## src/rtl/vga_timing_monitor.sv

```systemverilog
// VGA timing monitor: measures Hsync/Vsync against the configured timing,
// locks onto a valid frame sequence, checksums the visible pixels of each
// frame and flags sticky horizontal/vertical timing errors.
module vga_timing_monitor #(
    parameter int unsigned H_SYNC   = 96,
    parameter int unsigned H_BP     = 48,
    parameter int unsigned H_ACTIVE = 640,
    parameter int unsigned H_TOTAL  = 800,
    parameter int unsigned V_SYNC   = 2,
    parameter int unsigned V_BP     = 33,
    parameter int unsigned V_ACTIVE = 480,
    parameter int unsigned V_TOTAL  = 525
) (
    input  logic        clk,
    input  logic        rst_n,
    input  logic        pix_ce,
    input  logic        Hsync,
    input  logic        Vsync,
    input  logic [3:0]  vgaRed,
    input  logic [3:0]  vgaGreen,
    input  logic [3:0]  vgaBlue,
    input  logic        err_clr,
    output logic        locked,
    output logic        frame_done,
    output logic [15:0] frame_sum,
    output logic [15:0] frame_cnt,
    output logic        err_h,
    output logic        err_v
);

    typedef enum logic [1:0] {
        SEARCH,
        MEASURE,
        LOCKED
    } state_t;

    localparam logic [11:0] H_SYNC_W   = 12'(H_SYNC);
    localparam logic [11:0] H_TOTAL_W  = 12'(H_TOTAL);
    localparam logic [10:0] H_ACT_LO   = 11'(H_SYNC + H_BP);
    localparam logic [10:0] H_ACT_HI   = 11'(H_SYNC + H_BP + H_ACTIVE - 1);
    localparam logic [10:0] V_SYNC_W   = 11'(V_SYNC);
    localparam logic [10:0] V_TOTAL_W  = 11'(V_TOTAL);
    localparam logic [9:0]  V_ACT_LO   = 10'(V_SYNC + V_BP);
    localparam logic [9:0]  V_ACT_HI   = 10'(V_SYNC + V_BP + V_ACTIVE - 1);

    state_t      state_q, state_d;
    logic        hs_q, hs_d, vs_q, vs_d;
    logic [10:0] h_cnt_q, h_cnt_d;
    logic [9:0]  v_cnt_q, v_cnt_d;
    logic [10:0] h_width_q, h_width_d;
    logic [15:0] acc_q, acc_d;
    logic [15:0] frame_sum_q, frame_sum_d;
    logic [15:0] frame_cnt_q, frame_cnt_d;
    logic        locked_q, locked_d;
    logic        frame_done_q, frame_done_d;
    logic        err_h_q, err_h_d;
    logic        err_v_q, err_v_d;

    logic        hs_fall, hs_rise, vs_fall, vs_rise;
    logic [10:0] h_pos;
    logic [9:0]  v_pos;
    logic        chk_en, active;
    logic        h_bad, v_bad, h_err, v_err, any_err;
    logic [11:0] rgb;

    // Sync edge detection, pixel position and timing checks for this sample.
    // h_pos/v_pos are the counter values after this sample's update, so a
    // 96-pixel sync pulse measures as 96 and the first pixel after the
    // hsync fall is position 0.
    always_comb begin
        hs_fall = pix_ce & hs_q & ~Hsync;
        hs_rise = pix_ce & ~hs_q & Hsync;
        vs_fall = pix_ce & vs_q & ~Vsync;
        vs_rise = pix_ce & ~vs_q & Vsync;

        h_pos = h_cnt_q;
        if (hs_fall) begin
            h_pos = '0;
        end else if (h_cnt_q != '1) begin
            h_pos = h_cnt_q + 11'd1;
        end

        v_pos = v_cnt_q;
        if (vs_fall) begin
            v_pos = '0;
        end else if (hs_fall && (v_cnt_q != '1)) begin
            v_pos = v_cnt_q + 10'd1;
        end

        hs_d      = pix_ce ? Hsync : hs_q;
        vs_d      = pix_ce ? Vsync : vs_q;
        h_cnt_d   = pix_ce ? h_pos : h_cnt_q;
        v_cnt_d   = pix_ce ? v_pos : v_cnt_q;
        h_width_d = hs_rise ? h_pos : h_width_q;

        h_bad = (hs_fall & (({1'b0, h_width_q} != H_SYNC_W) |
                            (({1'b0, h_cnt_q} + 12'd1) != H_TOTAL_W)))
              | (pix_ce & (h_pos == '1));
        v_bad = (vs_rise & ({1'b0, v_pos} != V_SYNC_W))
              | (vs_fall & (({1'b0, v_cnt_q} + 11'd1) != V_TOTAL_W))
              | (pix_ce & (v_pos == '1));

        chk_en  = (state_q != SEARCH);
        h_err   = chk_en & h_bad;
        v_err   = chk_en & v_bad;
        any_err = h_err | v_err;

        active = pix_ce
               & (h_pos >= H_ACT_LO) & (h_pos <= H_ACT_HI)
               & (v_pos >= V_ACT_LO) & (v_pos <= V_ACT_HI);

        rgb   = {vgaRed, vgaGreen, vgaBlue};
        acc_d = acc_q;
        if (vs_fall) begin
            acc_d = '0;
        end else if (chk_en && active) begin
            acc_d = acc_q + {4'b0, rgb};
        end
    end

    // Lock state machine, frame reporting and sticky error flags.
    // A timing error always wins over a frame completion on the same sample.
    always_comb begin
        state_d      = state_q;
        frame_done_d = 1'b0;
        frame_sum_d  = frame_sum_q;
        frame_cnt_d  = frame_cnt_q;
        err_h_d      = (err_h_q & ~err_clr) | h_err;
        err_v_d      = (err_v_q & ~err_clr) | v_err;

        case (state_q)
            SEARCH: begin
                if (vs_fall) begin
                    state_d = MEASURE;
                end
            end
            MEASURE: begin
                if (any_err) begin
                    state_d = SEARCH;
                end else if (vs_fall) begin
                    state_d = LOCKED;
                end
            end
            LOCKED: begin
                if (any_err) begin
                    state_d = SEARCH;
                end else if (vs_fall) begin
                    frame_sum_d  = acc_q;
                    frame_done_d = 1'b1;
                    frame_cnt_d  = frame_cnt_q + 16'd1;
                end
            end
            default: state_d = SEARCH;
        endcase

        locked_d = (state_d == LOCKED);
    end

    // State and output registers with asynchronous active-low reset.
    always_ff @(posedge clk or negedge rst_n) begin
        if (!rst_n) begin
            state_q      <= SEARCH;
            hs_q         <= 1'b1;
            vs_q         <= 1'b1;
            h_cnt_q      <= '0;
            v_cnt_q      <= '0;
            h_width_q    <= '0;
            acc_q        <= '0;
            frame_sum_q  <= '0;
            frame_cnt_q  <= '0;
            locked_q     <= 1'b0;
            frame_done_q <= 1'b0;
            err_h_q      <= 1'b0;
            err_v_q      <= 1'b0;
        end else begin
            state_q      <= state_d;
            hs_q         <= hs_d;
            vs_q         <= vs_d;
            h_cnt_q      <= h_cnt_d;
            v_cnt_q      <= v_cnt_d;
            h_width_q    <= h_width_d;
            acc_q        <= acc_d;
            frame_sum_q  <= frame_sum_d;
            frame_cnt_q  <= frame_cnt_d;
            locked_q     <= locked_d;
            frame_done_q <= frame_done_d;
            err_h_q      <= err_h_d;
            err_v_q      <= err_v_d;
        end
    end

    assign locked     = locked_q;
    assign frame_done = frame_done_q;
    assign frame_sum  = frame_sum_q;
    assign frame_cnt  = frame_cnt_q;
    assign err_h      = err_h_q;
    assign err_v      = err_v_q;

endmodule
```

## config.mk

```make
export PLATFORM = sky130hd
export DESIGN_NAME = vga_timing_monitor
export DESIGN_NICKNAME = d
export VERILOG_FILES = /design/src/rtl/vga_timing_monitor.sv
export SDC_FILE = /design/constraint.sdc
export NUM_CORES = 1
export LEC_CHECK = 0
export ABC_AREA = 1
export BUFFER_PORTS_ARGS = -buffer_cell sky130_fd_sc_hd__buf_2
export CAP_MARGIN = 20
export CORE_AREA = 2 2 118 120
export CTS_BUF_LIST = sky130_fd_sc_hd__clkbuf_8
export DETAILED_ROUTE_END_ITERATION = 8
export DIE_AREA = 0 0 120 122
export GPL_ROUTABILITY_DRIVEN = 1
export GPL_TIMING_DRIVEN = 0
export PLACE_DENSITY_LB_ADDON = 0.12
export SYNTH_ARGS = -nofsm -noshare
export SYNTH_HDL_FRONTEND = slang
export SYNTH_SLANG_ARGS = --single-unit
```

## constraint.sdc

```tcl
create_clock -name clk -period 2.1 [get_ports clk]
set_input_delay 0.315 -clock clk [delete_from_list [all_inputs] [get_ports clk]]
set_output_delay 0.315 -clock clk [all_outputs]
set_load 0.005 [all_outputs]
```

==> After elaboration in Yosys (flattened, before gate mapping) <==
Index checks and enable logic that the tools add are counted.
{ "op_classes": {"add_sub_neg": 6, "order_cmp": 4, "n_eq_ne": 11, "muxes": 14, "bitwise": 34, "n_reduce_logical": 6} }
{ "op_table": {"columns": ["operator", "count"], "rows": [
  ["2-to-1 mux 16 bit", 2],
  ["2-to-1 mux 11 bit", 2],
  ["bitwise AND 1 bit", 21],
  ["2-to-1 mux 10 bit", 2],
  ["adder 16 x 1 -> 16 bit, second input constant", 1],
  ["adder 16 x 12 -> 16 bit", 1],
  ["adder 11 x 1 -> 12 bit, second input constant", 1],
  ["!= test 12 x 10 -> 1 bit, second input constant", 1],
  ["adder 10 x 1 -> 11 bit, second input constant", 1],
  ["adder 11 x 1 -> 11 bit, second input constant", 1],
  ["== test 11 bit, second input constant", 1],
  [">= comparator 11 x 8 -> 1 bit, second input constant", 1],
  ["<= comparator 11 x 10 -> 1 bit, second input constant", 1],
  ["!= test 11 x 10 -> 1 bit, second input constant", 1],
  ["!= test 11 bit, second input constant", 1],
  ["!= test 11 x 7 -> 1 bit, second input constant", 1],
  ["adder 10 x 1 -> 10 bit, second input constant", 1],
  ["== test 10 bit, second input constant", 1],
  [">= comparator 10 x 6 -> 1 bit, second input constant", 1],
  ["<= comparator 10 bit, second input constant", 1],
  ["!= test 10 bit, second input constant", 1],
  ["!= test 10 x 2 -> 1 bit, second input constant", 1],
  ["2-to-1 mux 2 bit", 4],
  ["bitwise OR 1 bit", 7],
  ["other kinds (9)", 19]
]} }
{ "word_totals": {"reg_bits": 88, "elab_cells": 88} }

==> Longest topological paths before layout <==
{ "depth": {"ltp_word": 14, "depth_mapped": 19} }

==> Worst setup path before layout <==
OpenSTA, ideal clock, no wires.
{ "synth_timing": {"path_kind": "flip-flop to flip-flop", "startpoint": "register v_cnt_q[1]", "endpoint": "register frame_sum_q[10], in the netlist frame_sum[10]", "arrival_ns": 2.122, "t_required_ns": 1.983, "setup_slack_ns": -0.139, "path_stages_with_launch": 18, "synth_period_minus_slack_ns": 2.239, "cell_sequence": "dfrtp_1 -> ha_1 -> nand3_2 -> nor2_4 -> nand2_4 -> nand2_8 -> nand2_1 -> nand3_2 -> nand2_1 -> nor2_1 -> nand3_1 -> nand2_1 -> nand3_2 -> o21bai_4 -> nand2_4 -> buf_6 -> nand2_1 -> nand2_1"} }
{ "synth_via": {"elab_chain_len": 12} }
{ "synth_lines": {"columns": ["item", "line_no", "text"], "rows": [
  ["start, declared", "49", "logic [9:0] v_cnt_q, v_cnt_d;"],
  ["start signal, assigned", "180", "v_cnt_q <= v_cnt_d;"],
  ["parallel branches: the longest is 7 deep, another holds adder 10 x 1 -> 10 bit", null, null],
  ["bitwise OR 1 bit *", "101", "| (pix_ce & (v_pos == '1));"],
  ["bitwise AND 1 bit *", "105", "v_err = chk_en & v_bad;"],
  ["bitwise OR 1 bit *", "106", "any_err = h_err | v_err;"],
  ["inverter 1 bit (no line) *", null, null],
  ["AND reduction 3 bit (no line) *", null, null],
  ["end signal, assigned", "183", "frame_sum_q <= frame_sum_d;"],
  ["end, declared", "52", "logic [15:0] frame_sum_q, frame_sum_d;"]
]} }
Every way passes the cells marked *.
A chain may end at the register's enable or synchronous reset.

==> Final worst setup path <==
{ "layout_timing": {"startpoint": "register v_cnt_q[0]", "endpoint": "register frame_sum_q[13], in the netlist frame_sum[13]"} }
The elaborated chain is that of the path after synthesis.

==> flow_results.xml <==
<?xml version="1.0" encoding="UTF-8"?>
<metrics>
  <group name="placed_design">
    <metric name="dp.final_hpwl" unit="um">9440</metric>
    <metric name="place_worst_setup_slack" unit="ps">-552.9</metric>
    <metric name="numPortBuffers" unit="">52</metric>
    <metric name="gpl.final_weighted_congestion" unit="">0.8814</metric>
    <metric name="dpl.cell_count" unit="">928</metric>
  </group>
  <group name="finish">
    <metric name="nets" unit="">838</metric>
    <metric name="antenna-diode-count" unit="">0</metric>
    <metric name="syn_to_final_growth" unit="%">32.15</metric>
    <metric name="layoutNonFillerInstCount" unit="">987</metric>
    <metric name="post_route_cells_drive_above_1_share" unit="%">28.38</metric>
  </group>
  <group name="sta">
    <metric name="slew_headroom" unit="%">52.43</metric>
    <metric name="period_minus_slack" unit="ps">2527</metric>
    <metric name="timing.final.max_slew_violations" unit="">0</metric>
    <metric name="rsz_0062_raised_after_global_routing" unit="">true</metric>
    <metric name="post-route-worst-setup-slack" unit="ps">-427.2</metric>
    <metric name="worst_slew_pin_slew" unit="ps">713.6</metric>
    <metric name="setup_viol" unit="">53</metric>
    <metric name="fin_worst_skew" unit="ps">12.26</metric>
    <metric name="report.final.hold_viol_count" unit="">0</metric>
    <metric name="timing.final.crit_share" unit="%">120.3</metric>
    <metric name="maxClockFrequency" unit="MHz">395.7</metric>
  </group>
  <group name="route">
    <metric name="antenna_left" unit="">0</metric>
    <metric name="initial_drt_markers" unit="">294</metric>
    <metric name="route.detailed.wl_per_inst" unit="um">14.56</metric>
    <metric name="vias" unit="">4962</metric>
    <metric name="post_detailed_route_via_to_cell_ratio" unit="">5.027</metric>
    <metric name="wl" unit="um">14370</metric>
    <metric name="drt_first_pass_iters" unit="">4</metric>
    <metric name="detail_route.drc_violations" unit="">0</metric>
  </group>
  <group name="critical_path">
    <metric name="worstSetupEndpointType" unit="">flop</metric>
    <metric name="cp_slowest_cell" unit="">sky130_fd_sc_hd__dfrtp_2</metric>
    <metric name="cp_top_family" unit="">simple AND/OR/NAND/NOR gates</metric>
    <metric name="required_time_at_the_endpoint_of_the_critical_path" unit="ps">2380</metric>
    <metric name="startpoint_of_the_worst_slack_reg_to_reg_timing_path" unit="">v_cnt_q[0]$_DFFE_PN0P_</metric>
    <metric name="critical_path.startpoint" unit="">v_cnt_q[0]$_DFFE_PN0P_</metric>
    <metric name="critical_path_class" unit="">flop to flop</metric>
    <metric name="crit_top_cell" unit="">sky130_fd_sc_hd__nand2_4</metric>
    <metric name="worstPathArrival" unit="ps">2800</metric>
    <metric name="cp_cell_sequence" unit="">ha_4 -&gt; nand3_4 -&gt; nor2_4 -&gt; nand2_4 -&gt; nand2_4 -&gt; nand2_4 -&gt; nand2_4 -&gt; nand3_4 -&gt; nor2_2 -&gt; nand3_1 -&gt; nand2_2 -&gt; nand3_4 -&gt; o21bai_4 -&gt; nand2_4 -&gt; clkbuf_16 -&gt; nand2_2 -&gt; nand2_1</metric>
    <metric name="critical-path-max-stage-delay" unit="ps">420</metric>
    <metric name="path_max_fanout" unit="">6</metric>
    <metric name="critical_path.n_buffers_inverters" unit="">1</metric>
    <metric name="start_kind" unit="">flop</metric>
  </group>
  <group name="yosys">
    <metric name="post_synth_instance_area" unit="um^2">5261</metric>
    <metric name="synth_top_area_share" unit="%">40.90</metric>
    <metric name="synthDominantAreaCellType" unit="">sky130_fd_sc_hd__dfrtp_1</metric>
    <metric name="yosys-top-cells-area" unit="">sky130_fd_sc_hd__dfrtp_1 41%, sky130_fd_sc_hd__nand2_1 16%, sky130_fd_sc_hd__nand3_1 8.0%</metric>
    <metric name="synth.net_count" unit="">731</metric>
    <metric name="postSynthAreaPerCell" unit="um^2">7.570</metric>
    <metric name="netlist-cell-type-count" unit="">38</metric>
    <metric name="syn-instance-count" unit="">695</metric>
    <metric name="total_of_flip_flops_plus_latches_after_synthesis" unit="">88</metric>
    <metric name="synth-warning-count" unit="">0</metric>
    <metric name="portion_of_the_post_synthesis_area_used_by_sequential_elements" unit="%">41.90</metric>
  </group>
  <group name="die">
    <metric name="core_area" unit="um^2">13500</metric>
    <metric name="fp.dieArea" unit="um^2">14640</metric>
    <metric name="die_w" unit="um">120</metric>
    <metric name="core.rowCount" unit="">43</metric>
    <metric name="die_height" unit="um">122</metric>
    <metric name="initial_core_util" unit="%">38.96</metric>
    <metric name="top_level_ports" unit="">54</metric>
  </group>
  <group name="clock_network">
    <metric name="tritoncts" unit="">yes</metric>
    <metric name="htree_num_levels" unit="">3</metric>
    <metric name="clk_transition_reported_paths" unit="ps">90</metric>
    <metric name="clock-root-buffer" unit="">sky130_fd_sc_hd__clkbuf_8</metric>
    <metric name="cts_max_path_buffers" unit="">2</metric>
    <metric name="cts.sink_count" unit="">88</metric>
    <metric name="clk-insertion-delay-late" unit="ps">380</metric>
    <metric name="numCtsBuffers" unit="">9</metric>
  </group>
  <group name="global_routing">
    <metric name="antenna_violations_before_repair" unit="">0</metric>
    <metric name="overflow" unit="">0</metric>
    <metric name="grt_pass1_vias" unit="">4746</metric>
    <metric name="first_pass_grt_wire_length" unit="um">22730</metric>
    <metric name="track_usage" unit="%">19.43</metric>
    <metric name="maximum_number_of_pins_on_one_net_before_global_route_repair" unit="">53</metric>
  </group>
  <group name="power">
    <metric name="largest_vdd_supply_drop" unit="mV">0.3664</metric>
    <metric name="power.static_leakage" unit="uW">0.003534</metric>
    <metric name="total_power" unit="uW">4908</metric>
    <metric name="total_power_per_unit_cell_area" unit="nW/um^2">705.9</metric>
  </group>
  <group name="status">
    <metric name="failed_checks" unit="">negative setup slack</metric>
    <metric name="status" unit="">complete, but fails checks</metric>
  </group>
  <group name="min_path">
    <metric name="hold_path_startpoint" unit="">err_clr</metric>
    <metric name="worstHoldPathType" unit="">primary input to flop</metric>
  </group>
  <group name="run">
    <metric name="max-cap-violations" unit="">0</metric>
  </group>
</metrics>
==> timing repair <==
item,CTS,global route
setup endpoints to repair,54,54
resized for setup,36,116
cloned,3,5
setup buffers,15,20
endpoints found under the hold margin,6,0
hold buffers,1,0
pin swaps,3,23
==> Yosys cell counts (all sizes together) <==
cell and n:
xor2 18, nor2 48, clkbuf 7, ha 17, nor3b 1, o2111ai 2
nand3b 3, a21o 2, buf 14, o21ai 47, nand4 21, o21bai 3
nor3 8, nand3 89, dfstp 2, clkinv 1, nand2 224, inv 63
xnor2 15, fa 1, dfrtp 86, a21oi 19, nor4 4
==> metrics by stage <==
stage          cell area (um^2)  hold slack, ps  utilization (%)  setup TNS, ps
4_1_cts                    6335           111.1            46.91         -17630
5_1_grt                    6953           130.2            51.49         -26380
2_1_floorplan              5303           19.41                -          -1023
6_report                   6953           129.0            51.49         -18280
3_5_place_dp               5811           417.8            43.03         -21950
3_3_place_gp               5788           450.7            42.86         -35570
==> metal layers <==
layer | wire (um) | share of wire [%] | vias to the layer above | GRT usage [%]
li1 | - | - | 2495 | -
met1 | 6632 | 46 | 2371 | 25.53
met2 | 7029 | 49 | 81 | 32.07
met3 | 485 | 3.4 | 15 | 3.137
met4 | 225 | 1.6 | 0 | 7.794
met5 | 0 | 0 | - | 0
==> report_power, final <==
| part | leakage (uW) | internal, uW | switching, uW |
|---|---|---|---|
| clock | 0.000134 | 940 | 663 |
| combinational | 0.00221 | 530 | 763 |
| sequential | 0.00119 | 1850 | 158 |
==> flip-flops by register name, summed over array words and instances, names as in the netlist <==
| name | cells |
|---|---|
| h_cnt_q | 11 |
| frame_done | 1 |
| h_width_q | 11 |
| err_v | 1 |
| v_cnt_q | 10 |
| locked | 1 |
| state_q | 2 |
| acc_q | 16 |
| frame_cnt | 16 |
| vs_q | 1 |
| frame_sum | 16 |
| hs_q | 1 |
| err_h | 1 |
==> final timing paths <==
check | end | slack, ps | cells after the start
setup reg to reg | frame_sum[13]$_DFFE_PN0P_ | -430 | 17
min in group asynchronous | frame_cnt[14]$_DFFE_PN0P_ | 520 | 2
hold reg to reg | vs_q$_DFFE_PN1P_ | 480 | 2
hold / removal | err_h$_DFF_PN0_ | 130 | 2
max in group asynchronous | h_cnt_q[5]$_DFFE_PN0P_ | 920 | 3
setup / recovery | frame_sum[13]$_DFFE_PN0P_ | -430 | 17
==> layout make-up <==
class,count,area [um^2]
Sequential cell,88,2210
Timing Repair Buffer,95,685.7
Tap cell,180,225.2
Fill cell,1318,6551
Multi-Input combinational cell,524,3164
Clock buffer,10,137.6
Inverter,64,255.2
Buffer,20,143.9
Clock inverter,6,131.4
==> cells in the final DEF (no fill, tap or decap), types with 15 or more instances in the layout <==
cell,count
sky130_fd_sc_hd__nor2_1,32
sky130_fd_sc_hd__ha_1,15
sky130_fd_sc_hd__nand3_1,66
sky130_fd_sc_hd__xor2_1,17
sky130_fd_sc_hd__nand2_2,31
sky130_fd_sc_hd__buf_2,52
sky130_fd_sc_hd__xnor2_1,15
sky130_fd_sc_hd__inv_1,59
sky130_fd_sc_hd__a21oi_1,18
sky130_fd_sc_hd__o21ai_1,15
sky130_fd_sc_hd__buf_6,15
sky130_fd_sc_hd__buf_4,31
sky130_fd_sc_hd__dfrtp_1,82
sky130_fd_sc_hd__nand3_2,16
sky130_fd_sc_hd__nand2_1,179
sky130_fd_sc_hd__o21ai_0,29
sky130_fd_sc_hd__nand4_1,20
==> cells by family after synthesis <==
logic type | after synthesis | synth area share [%]
simple gates | 398 | 33.89
flops | 88 | 41.90
buf+inv | 85 | 6.683
compound gates | 73 | 7.610
xor+xnor | 33 | 5.494
fa+ha+maj | 18 | 4.423
No activity file was read; power rests on OpenSTA's default activity.
